==> src/rtl/sprite_shifter.sv <==
// sprite_shifter
// Serialises a WIDTH-bit sprite graphic one pixel at a time after a
// horizontal strobe. Supports per-pixel stretch (1x/2x/4x/8x), reflection,
// 1-4 repeated copies separated by a programmable blank gap, and a
// vertical-delay pair of graphics registers.
//
// Ports:
//   clk        pixel-domain clock
//   reset_n    asynchronous active-low reset
//   pixel_en   pixel-advance enable (counters move only when 1)
//   data       graphic written by load
//   load       write pulse: gfx_new <= data, gfx_old <= gfx_new
//   vdelay     1 = draw from gfx_old, 0 = draw from gfx_new
//   stretch    enabled cycles per bit: 0->1, 1->2, 2->4, 3->8
//   reflect    0 = MSB first, 1 = LSB first
//   copies     number of copies minus one
//   gap        enabled blank cycles between copies
//   strobe     start drawing at copy 0, bit 0
//   value      current pixel
//   busy       high while drawing or waiting in a gap
//   copy_index copy currently drawn or awaited
module sprite_shifter #(
  parameter int WIDTH    = 8,
  parameter int GAP_BITS = 8
) (
  input  logic                clk,
  input  logic                reset_n,
  input  logic                pixel_en,
  input  logic [WIDTH-1:0]    data,
  input  logic                load,
  input  logic                vdelay,
  input  logic [1:0]          stretch,
  input  logic                reflect,
  input  logic [1:0]          copies,
  input  logic [GAP_BITS-1:0] gap,
  input  logic                strobe,
  output logic                value,
  output logic                busy,
  output logic [1:0]          copy_index
);

  localparam int BW = $clog2(WIDTH);
  localparam logic [BW-1:0] LAST_BIT = BW'(WIDTH - 1);

  typedef enum logic [1:0] {
    ST_IDLE = 2'd0,
    ST_DRAW = 2'd1,
    ST_GAP  = 2'd2
  } state_t;

  state_t              state_q, state_d;
  logic [WIDTH-1:0]    gfx_new_q, gfx_new_d;
  logic [WIDTH-1:0]    gfx_old_q, gfx_old_d;
  logic [WIDTH-1:0]    pattern_q, pattern_d;
  logic [BW-1:0]       bit_q, bit_d;
  logic [2:0]          str_q, str_d;
  logic [GAP_BITS-1:0] gap_cnt_q, gap_cnt_d;
  logic [1:0]          copy_q, copy_d;

  logic [WIDTH-1:0]    sel_gfx;
  logic [2:0]          str_lim;
  logic [BW-1:0]       pix_idx;

  // Graphics register writes and the graphic a new copy would capture.
  // Selection uses the post-load values so a load coinciding with a
  // strobe is seen by the new run.
  always_comb begin
    gfx_new_d = gfx_new_q;
    gfx_old_d = gfx_old_q;
    if (load) begin
      gfx_new_d = data;
      gfx_old_d = gfx_new_q;
    end else begin
      gfx_new_d = gfx_new_q;
      gfx_old_d = gfx_old_q;
    end
    sel_gfx = vdelay ? gfx_old_d : gfx_new_d;
  end

  // Last stretch count value for the live stretch setting.
  always_comb begin
    case (stretch)
      2'd0:    str_lim = 3'd0;
      2'd1:    str_lim = 3'd1;
      2'd2:    str_lim = 3'd3;
      2'd3:    str_lim = 3'd7;
      default: str_lim = 3'd0;
    endcase
  end

  // Sequencer: strobe restarts from any state, otherwise counters advance
  // on enabled pixel cycles through draw and gap phases.
  always_comb begin
    state_d   = state_q;
    pattern_d = pattern_q;
    bit_d     = bit_q;
    str_d     = str_q;
    gap_cnt_d = gap_cnt_q;
    copy_d    = copy_q;
    if (strobe) begin
      state_d   = ST_DRAW;
      bit_d     = '0;
      str_d     = 3'd0;
      copy_d    = 2'd0;
      pattern_d = sel_gfx;
    end else begin
      case (state_q)
        ST_DRAW: begin
          if (pixel_en) begin
            // >= keeps a shrinking stretch setting from running the
            // counter all the way round before the bit advances.
            if (str_q >= str_lim) begin
              str_d = 3'd0;
              if (bit_q == LAST_BIT) begin
                if (copy_q == copies) begin
                  state_d = ST_IDLE;
                  bit_d   = '0;
                end else if (gap == '0) begin
                  bit_d     = '0;
                  copy_d    = copy_q + 2'd1;
                  pattern_d = sel_gfx;
                end else begin
                  state_d   = ST_GAP;
                  gap_cnt_d = gap;
                end
              end else begin
                bit_d = bit_q + 1'b1;
              end
            end else begin
              str_d = str_q + 3'd1;
            end
          end else begin
            state_d = ST_DRAW;
          end
        end
        ST_GAP: begin
          if (pixel_en) begin
            // Leaving on a count of 1 makes the gap last exactly gap cycles.
            if (gap_cnt_q <= GAP_BITS'(1)) begin
              state_d   = ST_DRAW;
              gap_cnt_d = '0;
              bit_d     = '0;
              str_d     = 3'd0;
              copy_d    = copy_q + 2'd1;
              pattern_d = sel_gfx;
            end else begin
              gap_cnt_d = gap_cnt_q - GAP_BITS'(1);
            end
          end else begin
            state_d = ST_GAP;
          end
        end
        ST_IDLE: begin
          state_d = ST_IDLE;
        end
        default: begin
          state_d = ST_IDLE;
        end
      endcase
    end
  end

  // State and datapath registers.
  always_ff @(posedge clk or negedge reset_n) begin
    if (!reset_n) begin
      state_q   <= ST_IDLE;
      gfx_new_q <= '0;
      gfx_old_q <= '0;
      pattern_q <= '0;
      bit_q     <= '0;
      str_q     <= 3'd0;
      gap_cnt_q <= '0;
      copy_q    <= 2'd0;
    end else begin
      state_q   <= state_d;
      gfx_new_q <= gfx_new_d;
      gfx_old_q <= gfx_old_d;
      pattern_q <= pattern_d;
      bit_q     <= bit_d;
      str_q     <= str_d;
      gap_cnt_q <= gap_cnt_d;
      copy_q    <= copy_d;
    end
  end

  // Reflect is applied live so a change shows on the very next pixel.
  assign pix_idx    = reflect ? bit_q : (LAST_BIT - bit_q);
  assign value      = (state_q == ST_DRAW) ? pattern_q[pix_idx] : 1'b0;
  assign busy       = (state_q != ST_IDLE);
  assign copy_index = copy_q;

endmodule

==> config.mk <==
export PLATFORM = sky130hd
export DESIGN_NAME = sprite_shifter
export DESIGN_NICKNAME = d
export VERILOG_FILES = /design/src/rtl/sprite_shifter.sv
export SDC_FILE = /design/constraint.sdc
export NUM_CORES = 1
export LEC_CHECK = 0
export ABC_CLOCK_PERIOD_IN_PS = 6700
export CORE_ASPECT_RATIO = 0.5
export CORE_MARGIN = 2
export CORE_UTILIZATION = 50
export CTS_CLUSTER_DIAMETER = 120
export DETAILED_ROUTE_END_ITERATION = 16
export GPL_TIMING_DRIVEN = 0
export PLACE_DENSITY = 0.76
export SLEW_MARGIN = 25
export SYNTH_ARGS = -nofsm -noshare
export SYNTH_HDL_FRONTEND = slang
export SYNTH_SLANG_ARGS = --single-unit
==> constraint.sdc <==
create_clock -name clk -period 6.7 [get_ports clk]
set_clock_uncertainty 0.1 [all_clocks]
set_input_delay 0.67 -clock clk [delete_from_list [all_inputs] [get_ports clk]]
set_output_delay 0.67 -clock clk [all_outputs]
set_load 0.005 [all_outputs]
After elaboration in Yosys (flattened, before gate mapping)
Index checks and enable logic that the tools add are counted.
{"block": "totals", "memories": 0, "mem_bits_rw": 0, "latchBits": 0, "input_bits": 27, "regBits": 42, "mem_bits_ro": 0, "wordCells": 108}
{"block": "op_classes", "muxes": 56, "shift": 0, "reduce_logical": 10, "n_mul": 0, "bitwise_logic": 1, "n_addsub": 5, "div": 0, "n_eq_ne": 25, "order_cmp": 3}
{"operator": "$mux W8", "count": 18}
{"operator": "$mux W3", "count": 12}
{"operator": "$mux W2", "count": 16}
{"operator": "$pmux W8 S2", "count": 2}
{"operator": "$ne A3 B3 Y1 const B", "count": 7}
{"operator": "$reduce_and A8 Y1", "count": 2}
{"operator": "$ne A2 B2 Y1 const B", "count": 6}
{"operator": "$ne A4 B4 Y1 const B", "count": 3}
{"operator": "$pmux W3 S2", "count": 2}
{"operator": "$pmux W3 S4", "count": 1}
{"operator": "$ne A5 B5 Y1 const B", "count": 2}
{"operator": "$le A8 B1 Y1 const B", "count": 1}
{"operator": "$logic_not A8 Y1", "count": 1}
{"operator": "$pmux W2 S2", "count": 2}
{"operator": "$reduce_and A4 Y1", "count": 2}
{"operator": "$sub A8 B1 Y8 const B", "count": 1}
{"operator": "$add A3 B1 Y3 const B", "count": 2}
{"operator": "$eq A2 B2 Y1 const B", "count": 3}
{"operator": "$reduce_and A6 Y1", "count": 1}
{"operator": "$eq A2 B1 Y1 const B", "count": 2}
{"operator": "$lt A3 B4 Y1 const B", "count": 1}
{"operator": "$reduce_bool A2 Y1", "count": 2}
{"operator": "$bmux W1 S3", "count": 1}
{"operator": "$eq A3 B3 Y1 const B", "count": 1}
{"operator": "other kinds (8)", "count": 9}

Longest topological paths before layout
Gate-level depths: netlist (run 1).
{"block": "depth", "depth_word": 9, "depth_mapped": 8, "ltp_nobuf": 7}

Worst setup path after synthesis (run 1)
OpenSTA, ideal clock, no wires.
{"block": "synth_timing", "path_kind": "in2reg", "startpoint": "input stretch[1]", "endpoint": "register gap_cnt_q[0]", "setup_ps": 124, "arrival_time_ps": 2377, "path_slack_ps": 4099, "required_time_ps": 6476, "path_stages": 8, "cell_sequence": "or2_2 ha_1 nor2b_1 o21ai_0 a41oi_1 or2_2 buf_2 mux2i_1"}
{"block": "synth_via", "elab_chain_len": 5}
{"item": "start, declared", "line": "32", "rtl": "input logic [1:0] stretch,"}
{"item": "$eq A2 B2 Y1 (tied with other cells)", "line": "82", "rtl": "case (stretch)"}
{"item": "$pmux W3 S4 *", "line": "82"}
{"item": "$ge A3 B3 Y1 *", "line": "112", "rtl": "if (str_q >= str_lim) begin"}
{"item": "$ne A2 B2 Y1 (no line) *"}
{"item": "$reduce_and A8 Y1 (no line) *"}
{"item": "end signal, assigned", "line": "181", "rtl": "gap_cnt_q <= gap_cnt_d;"}
{"item": "end, declared", "line": "57", "rtl": "logic [GAP_BITS-1:0] gap_cnt_q, gap_cnt_d;"}
Every way passes the cells marked *; elsewhere a longest branch is shown, timed or not.
A chain may end at the register's enable or synchronous reset.

Worst setup path after layout (run 1)
{"block": "layout_timing", "startpoint": "input stretch[1]", "endpoint": "register gap_cnt_q[4]"}
The elaborated chain is that of the path after synthesis.

==> run metrics, run 1 <==
RR Startpoint=state_q[0]; largest cells by area after synthesis=dfrtp_1, mux2_2, ha_1, mux4_2, nor2_1; top cell family by delay on the critical path=compound AO/OA/AOI/OAI gates; CP required=6820 ps; Post-Route WL=between 5000 and 6000 um; P_leak=around 1.2 nW; FFs w/ async S/R, synth=100.0%; post-layout util=between 60% and 70%; worst vdd ir=0.1348 mV; measured slew at the worst slew-check pin=744.8 ps; MaxCap Viol Count=0; fraction of layout cells with a size suffix above 1=between 20% and 30%; Max-slew headroom=approximately 50%; reg2reg setup slack=between 4000 and 5000 ps; Worst path slowest cell=a41oi_1; Final Cell Area=2972 sq um; TritonCTS Buffers=5; total gr overflow=0; first-pass GRT wire length=between 8000 and 9000 um; number of gates resized after cts=0; CTS tree=done; Post-Synthesis Cell Area=between 2000 and 2500 sq um; Final ANT Viol Nets=0; Hold Path Class=in -> async; final critical-path setup slack=around 3400 ps; largest net degree at the start of global routing=25; hold_buf cts=0; syn avg cell area=approximately 11 sq um; placed cell count=320; core area=between 4000 and 5000 sq um; Psw=approximately 330 uW; pre-CTS worst setup slack=approximately 3200 ps; Critical Path AT=about 3400 ps; flops & latches, synth=42; fmax=between 300 and 400 MHz; commonest cells in the netlist=dfrtp_1, mux2_2, nor2_1; switch share=between 30% and 40%; Gate power share=around 37%; Post-CTS Setup Repair Bufs=0; gr usage total=roughly a fifth; Yosys cell types=46; PD cells=between 300 and 400 nW/um^2; Inserted Diodes=0; CP endpoint kind=flop; Cell Chain, Critical Path=clkdlybuf4s50_1, or2_2, ha_1, nor2b_1, o21ai_0, a41oi_1, or2_2, buf_2, o21ai_0; Via density=about 5.7; DR DRC count=0; Synth area leader=dfrtp_1; top-count cell post-synth=dfrtp_1; YS warnings=0; vias in the first global route=between 1,500 and 2,000; Initial Util=51.24%; ys flop type=dfrtp_1; First-pass DRT Iterations=4; FP Rows=18; sequential fraction of the synthesis area=42.36%; Setup-failing EPs final=0; R2R cell count=7; sequential share of power=41.1%; width of the die=103.6 um; clk buf depth=2; clock share of power=21.6%; critical path launch point type=input pin; CTS sink cnt=42; Starting DRT DRC Count=between 80 and 90; internal power=around 620 uW; post-layout min period=3265 ps; Post-synth EDFFs=0; drt wl/cell=between 15 and 20 um; status=complete, no violations; H-tree levels=2; RSZ-0062 raised after global routing=no; DIE AREA=5576 sq um; max-slew violations=0; RR Endpoint=bit_q[0]; dpl hpwl=around 3800 um; non-filler instance count after layout=between 300 and 400; placed inst area=between 2000 and 3000 sq um; crit-path max cell delay=between 400 and 500 ps; worst-skew pair later-pin latency=300 ps; WP buf/inv=2; Synth Instances=222; Placer Congestion=0.8758; port bufs=27; # IOs=31; DR vias=roughly 1,900; nets@finish=about 300; die height=between 50 and 60 um; Clock transition at path regs=80 ps; Final Hold Vio Count=0; Synth Net Count=260; top cell type's share of synthesized area=a little over two fifths; final setup TNS=0 ps; Crit Path Max Fanout=8; worst setup path class=in -> reg; Clock Tree Root=clkbuf_8; final period utilization=48.74%; Layout area overhead=19.77%; initial antenna violation count=0
how the worst max path moves through the flow:
stage                           from            to  cells after the start
after floorplan           stretch[1]  gap_cnt_q[0]                      8
after global placement    stretch[1]  gap_cnt_q[1]                      9
after detailed placement  stretch[1]  gap_cnt_q[4]                      9
after CTS                 stretch[1]  gap_cnt_q[4]                      9
after global routing      stretch[1]  gap_cnt_q[3]                      9
final                     stretch[1]  gap_cnt_q[4]                      9
sequential cells by signal (all words and copies together) (netlist names):
register / cells
gap_cnt_q: 8
gfx_new_q: 8
pattern_q: 8
str_q: 3
gfx_old_q: 8
state_q: 2
copy_index: 2
bit_q: 3
cell type report:
cell class,instances,area (sq um)
Fill cell,365,1871
Tap cell,70,87.58
Inverter,13,48.80
Buffer,8,38.79
Clock buffer,6,72.57
Multi-Input combinational cell,159,1343
Sequential cell,42,1051
Clock inverter,2,37.54
Timing Repair Buffer,28,292.8
cells in the final DEF (no fill, tap or decap), types with 6 or more instances in the layout:
cell / netlist / layout
ha_1: 11 / 11
nor4_1: 6 / 6
nand2_1: 9 / 9
mux2_2: 36 / 36
clkdlybuf4s50_1: 0 / 26
o21ai_0: 10 / 10
a21oi_1: 8 / 8
nor2_1: 18 / 18
clkbuf_1: 5 / 6
o31ai_1: 7 / 7
dfrtp_1: 42 / 42
inv_1: 12 / 12
metrics by stage:
step	hold slack (ps)	total power, mW
after global routing	261.3	1.013
after detailed placement	382.7	0.7427
final	225.7	0.9513
after floorplan	274.4	0.6318
after global placement	375.0	0.7203
after CTS	235.1	0.9521
worst reg2reg max path: stages (launching register included):
cell	delay [ps]
dfrtp_1	410
inv_1	90
ha_1	250
clkinv_1	330
o41ai_4	550
a21oi_1	220
a21oi_2	230
mux2_2	360
power by group through the flow:
stage               logic, mW  registers [mW]  clock network (mW)
floorplan               0.256           0.376                   0
global placement        0.332           0.389                   0
detailed placement      0.347           0.395                   0
CTS                     0.354           0.391               0.208
global route            0.393           0.402               0.217
finish                  0.355           0.391               0.205
logic make-up (layout without fill, tap and decap cells):
kind of cell             after synthesis  after routing  synth area share [%]
flip-flops                            42             42                 42.36
buffers and inverters                 21             57                 3.529
multiplexers                          47             47                 23.35
adder cells (fa/ha/maj)               11             11                 5.547
AO/OA/AOI/OAI                         43             43                 12.56
XOR/XNOR                               4              4                 1.412
AND/OR/NAND/NOR                       54             54                 11.25
metal layers:
layer	global-route usage [%]	vias up	wire length (um)	share of wire [%]
met5	0	-	0	0
met4	9.009	0	81	1.5
met3	4.964	11	254	4.8
met2	38.30	57	2571	49
met1	24.03	923	2378	45
li1	-	888	-	-
Note: power is estimated with default switching activity, not from simulation.
==> run 2, diff against run 1 <==
ABC_CLOCK_PERIOD_IN_PS = 2740   (was 6700)
PLACE_DENSITY = 0.79   (was 0.76)
clock period = 2.74 ns   (was 6.7 ns; I/O delays follow)
==> run 2 against run 1 <==
Wire length up 2.2%. Clock-buffer cell count unchanged. Highest routed layer unchanged. Sequential power increased by 150%. Via count decreased by 0.75%. Sequential cell count unchanged. Critical path depth shrank 5. Setup slack worse by 3300 ps. Global-route usage rose by 1.1 points. Worst hold slack better by 76 ps. Cell count increased by 0.30%. Utilization is 0.28 points higher.
==> run metrics, run 2 (synthesized netlist as in run 1, its figures left out) <==
crit-path max cell delay=530 ps (was 450 ps); CP required=2370 ps (was 6820 ps); internal power=1.519 mW (was 623.4 uW); fraction of layout cells with a size suffix above 1=24.71% (was 23.64%); Tot Pwr=2.320 mW (was 951.3 uW); Via density=5.669 (was 5.729); post-layout util=61.65% (was 61.37%); core area=4842 sq um (unchanged); Cell Chain, Critical Path=mux4_2, mux4_2, and2_1, dlygate4sd2_1 (was clkdlybuf4s50_1, or2_2, ha_1, nor2b_1, o21ai_0, a41oi_1, or2_2, buf_2, o21ai_0); fmax=roughly 380 MHz; initial antenna violation count=0 (unchanged); Final ANT Viol Nets=0 (unchanged); Gate power share=36.9% (was 37.3%); worst vdd ir=0.2897 mV (was 0.1348 mV); die height=53.81 um (unchanged); CP endpoint kind=output pin (was flop); Starting DRT DRC Count=78 (was 84); Max-slew headroom=51.54% (was 49.69%); reg2reg setup slack=160 ps (was 4060 ps); TritonCTS Buffers=5 (unchanged); Critical Path AT=2230 ps (was 3380 ps); DR vias=1,865 (was 1,879); PD cells=777.0 nW/um^2 (was 320.1 nW/um^2); dpl hpwl=3858 um (was 3804 um); CP most frequent cell=mux4_2; DR DRC count=0 (unchanged); H-tree levels=2 (unchanged); post-layout min period=around 2600 ps; sequential share of power=41.5% (was 41.1%); top cell family by delay on the critical path=multiplexers (was compound AO/OA/AOI/OAI gates); final period utilization=95.06%; port bufs=27 (unchanged); Final Hold Vio Count=0 (unchanged); Hold Path Class=in -> async (unchanged); switch share=34.49% (was 34.47%); max-slew violations=0 (unchanged); Setup-failing EPs final=0 (unchanged); largest net degree at the start of global routing=32 (was 25); CTS sink cnt=42 (unchanged); clock share of power=21.6% (about the same); final setup TNS=0 ps (unchanged); Inserted Diodes=0 (unchanged); status=complete, no violations (unchanged); gr usage total=21.71% (was 20.64%); width of the die=103.6 um (unchanged); Crit Path Max Fanout=6 (was 8); CTS tree=done (unchanged); Layout area overhead=20.32% (was 19.77%); drt wl/cell=16.43 um (was 16.12 um); placed cell count=320 (unchanged); nets@finish=296 (was 295); FP Rows=18 (unchanged); commonest non-fill, non-tap cell in the layout=dfrtp_1 (unchanged); first-pass GRT wire length=9301 um (was 8880 um); Clock transition at path regs=80 ps (about the same); hold slack=301.6 ps (was 225.7 ps); Psw=800.1 uW (was 327.9 uW); critical path launch point type=flop (was input pin); clk buf depth=2 (unchanged); Worst path slowest cell=mux4_2 (was a41oi_1); total gr overflow=0 (unchanged); P_leak=1.244 nW (was 1.241 nW); Placer Congestion=0.8749 (was 0.8758); WP buf/inv=1 (was 2); Post-CTS Setup Repair Bufs=0 (unchanged); commonest cells after routing, fill and taps aside=dfrtp_1, mux2_2, clkdlybuf4s50_1 (unchanged); Initial Util=51.24% (unchanged); MaxCap Viol Count=0 (unchanged); First-pass DRT Iterations=4 (unchanged); measured slew at the worst slew-check pin=722.5 ps (was 744.8 ps); DIE AREA=5576 sq um (unchanged); worst-skew pair later-pin latency=300 ps (about the same); non-filler instance count after layout=329 (was 328); Post-Route WL=5404 um (was 5286 um); vias in the first global route=1,991 (was 1,928); # IOs=31 (unchanged); Clock Tree Root=clkbuf_8 (unchanged); worst setup path class=reg -> out (was in -> reg)
[run 2: repair_timing]
item / 4_1_cts / 5_1_grt
setup endpoints to repair: 1 / 11
hold buffers: 1 / 0
gates resized for setup: 2 / 3
endpoints found under the hold margin: 11 / 0
[run 2: worst register-to-register path: stages, from the launching register on]
cell	delay, ps
dfrtp_1	410
inv_1	90
ha_1	300
clkinvlp_4	280
o41ai_4	480
a21oi_1	200
a21oi_2	230
mux2_2	370
[run 2: per-stage QoR]
step	cell area, sq um	setup slack (ps)
after floorplan	2481	509.9
after global placement	2839	-254.2
after detailed placement	2854	-305.2
after CTS	2974	22.76
after global routing	2985	-25.81
final	2985	135.4
[run 2: area by class of cell]
cell class	instances	area [sq um]
Fill cell	387	1857
Multi-Input combinational cell	159	1350
Tap cell	70	87.58
Timing Repair Buffer	29	294.0
Clock buffer	6	72.57
Inverter	13	52.55
Clock inverter	2	37.54
Buffer	8	38.79
Sequential cell	42	1052
[run 2: routing by layer]
metal | vias to the layer above | track usage [%] | share of wire (%) | wire length (um)
met3 | 9 | 4.358 | 4.5 | 241
met1 | 919 | 24.58 | 42 | 2243
met4 | 0 | 6.532 | 1.1 | 61
met5 | - | 0 | 0 | 0
met2 | 45 | 43.49 | 53 | 2856
li1 | 892 | - | - | -
[run 2: power groups by stage]
stage	clock [mW]	combinational (mW)	sequential (mW)
after floorplan	0	0.626	0.919
after global placement	0	0.806	0.949
after detailed placement	0	0.845	0.971
after CTS	0.509	0.854	0.962
after global routing	0.537	0.947	0.995
final	0.501	0.856	0.962
[run 2: path summary, 6_finish.rpt]
check	startpoint	end	depth (start not counted)
max	bit_q[1]	value	4
max reg2reg	state_q[0]	bit_q[1]	7
min	reset_n	gfx_new_q[3]	2
min in group clk	load	gfx_old_q[2]	2
min reg2reg	str_q[2]	str_q[2]	1
max in group asynchronous	reset_n	bit_q[1]	3
==> run 3, diff against run 2 <==
CTS_CLUSTER_SIZE = 20   (was not set)
MAX_ROUTING_LAYER = met4   (was not set)
PLACE_DENSITY = 0.76   (was 0.79)
==> run 3 against run 2 <==
Sequential cell count is the same. Utilization grew 0.39 points. Combinational power grew 3.4%. Global-route usage shrank 0.28 points. Critical path depth grew 3. Setup slack lost 10 ps. Clock-buffer cell count is the same. Via count grew 0.21%. Non-clock buffer count grew 1. Clock power is essentially flat. Sequential power shrank 0.6%. Worst hold slack gained 69 ps.
==> run metrics, run 3 (synthesized netlist as in run 1, its figures left out) <==
Max-slew headroom=51.96% (was 51.54%); gr usage total=21.42% (was 21.71%); CP endpoint kind=flop (was output pin); largest net degree at the start of global routing=25 (was 32); Via density=5.664 (was 5.669); CTS tree=done (unchanged); MaxCap Viol Count=0 (unchanged); final critical-path setup slack=125.2 ps (was 135.4 ps); Tot Pwr=2.343 mW (was 2.320 mW); nets@finish=297 (was 296); Post-Route WL=5320 um (was 5404 um); Final Hold Vio Count=0 (unchanged); status=complete, no violations (unchanged); Starting DRT DRC Count=106 (was 78); Clock transition at path regs=80 ps (about the same); pre-CTS worst setup slack=-378.8 ps (was -305.2 ps); non-filler instance count after layout=330 (was 329); total gr overflow=0 (unchanged); Cell Chain, Critical Path=inv_1, ha_1, clkinvlp_4, o41ai_4, a21oi_1, a21oi_2, mux2_2 (was mux4_2, mux4_2, and2_1, dlygate4sd2_1); CP required=2830 ps (was 2370 ps); worst vdd ir=0.3286 mV (was 0.2897 mV); # fillers=364 (was 387); first-pass GRT wire length=8942 um (was 9301 um); post-layout min period=2615 ps (was 2605 ps); die height=53.81 um (unchanged); worst setup path class=reg -> reg (was reg -> out); FP Rows=18 (unchanged); First-pass DRT Iterations=4 (unchanged); Initial Util=51.24% (unchanged); Setup-failing EPs final=0 (unchanged); Layout area overhead=21.08% (was 20.32%); placed cell count=320 (unchanged); core area=4842 sq um (unchanged); worst-skew pair later-pin latency=300 ps (about the same); Critical Path AT=2710 ps (was 2230 ps); critical path launch point type=flop (unchanged); DR DRC count=0 (unchanged); Worst path slowest cell=o41ai_4 (was mux4_2); Hold Path Class=in -> reg (was in -> async); commonest cells after routing, fill and taps aside=dfrtp_1, mux2_2, clkdlybuf4s50_1 (unchanged); dpl hpwl=3804 um (was 3858 um); initial antenna violation count=0 (unchanged); # IOs=31 (unchanged); PD cells=779.8 nW/um^2 (was 777.0 nW/um^2); fraction of layout cells with a size suffix above 1=25.00% (was 24.71%); CTS sink cnt=42 (unchanged); vias in the first global route=1,933 (was 1,991); RSZ-0062 raised after global routing=no; port bufs=27 (unchanged); TritonCTS Buffers=5 (unchanged); drt wl/cell=16.12 um (was 16.43 um); DIE AREA=5576 sq um (unchanged); measured slew at the worst slew-check pin=716.2 ps (was 722.5 ps); commonest non-fill, non-tap cell in the layout=dfrtp_1 (unchanged); P_leak=1.262 nW (was 1.244 nW); width of the die=103.6 um (unchanged); post-layout util=62.04% (was 61.65%); Clock Tree Root=clkbuf_8 (unchanged); clk buf depth=2 (unchanged); Final ANT Viol Nets=0 (unchanged); DR vias=1,869 (was 1,865); Placer Congestion=0.8902 (was 0.8749); fmax=382.4 MHz (was 383.9 MHz); final period utilization=95.43% (was 95.06%); H-tree levels=2 (unchanged); Crit Path Max Fanout=10 (was 6); max-slew violations=0 (unchanged); Inserted Diodes=0 (unchanged); crit-path max cell delay=500 ps (was 530 ps)
==> run 3: changes by cell type in the layout (fill, tap and decap cells not counted), sizes merged <==
cell / delta
dlygate4sd2: -1
buf: +1
dlymetal6s2s: +1
==> run 3: repair_timing <==
action                                  in CTS  in global routing
hold buffers                                 1                  0
endpoints found under the setup margin       9                  4
gates cloned                                 0                  0
pin swaps                                    0                  0
resized for setup                            3                  2
buffers inserted                             1                  0
hold endpoints to repair                    18                  0
==> run 3: layout make-up <==
| type | instances | area (sq um) | share of cell area [%] |
|---|---|---|---|
| sequential | 42 | 1052 | 35.03 |
| buffer | 8 | 38.79 | 1.291 |
| clock buffer | 6 | 72.57 | 2.416 |
| tap | 70 | 87.58 | 2.915 |
| multi-input combinational | 159 | 1350 | 44.94 |
| clock inverter | 2 | 37.54 | 1.249 |
| inverter | 13 | 52.55 | 1.749 |
| timing repair buffer | 30 | 312.8 | 10.41 |
==> run 3: where the power goes <==
part | switching, mW | internal, mW | total, mW
Combinational | 0.412 | 0.473 | 0.885
Clock | 0.229 | 0.272 | 0.501
Sequential | 0.168 | 0.788 | 0.956
Total | 0.809 | 1.53 | 2.34
==> run 3: worst max-delay path, delay by kind of cell (launching register included) <==
family	cells	cell delay (ps)
flip-flops	1	410
AO/OA/AOI/OAI	3	950
multiplexers	1	370
adder cells (fa/ha/maj)	1	300
buffers and inverters	2	370
==> run 3: worst paths after layout <==
check	start	end	slack [ps]	cells past startpoint
max	state_q[0]	bit_q[0]	130	7
min	load	gfx_old_q[3]	370	2
max reg2reg	state_q[0]	bit_q[0]	130	7
min reg2reg	str_q[2]	str_q[2]	400	1
max in group asynchronous	reset_n	bit_q[1]	1670	3
min in group asynchronous	reset_n	gfx_new_q[0]	380	2
==> run 3: metal layers <==
layer  wire length [um]  global-route usage, %  up-vias
li1                   -                      -      888
met1               2375                  24.03      916
met2               2632                  38.74       52
met3                225                  4.964       13
met4                 87                  9.009        0
met5                  0                      -        -
==> run 3: per-stage QoR <==
| step | instance area [sq um] | hold slack [ps] | setup TNS, ps |
|---|---|---|---|
| after global routing | 3004 | 399.7 | 0 |
| after CTS | 2998 | 376.0 | 0 |
| after detailed placement | 2861 | 167.5 | -3303 |
| after global placement | 2839 | 375.0 | -2290 |
| final | 3004 | 371.0 | 0 |
| after floorplan | 2481 | -121.6 | 0 |
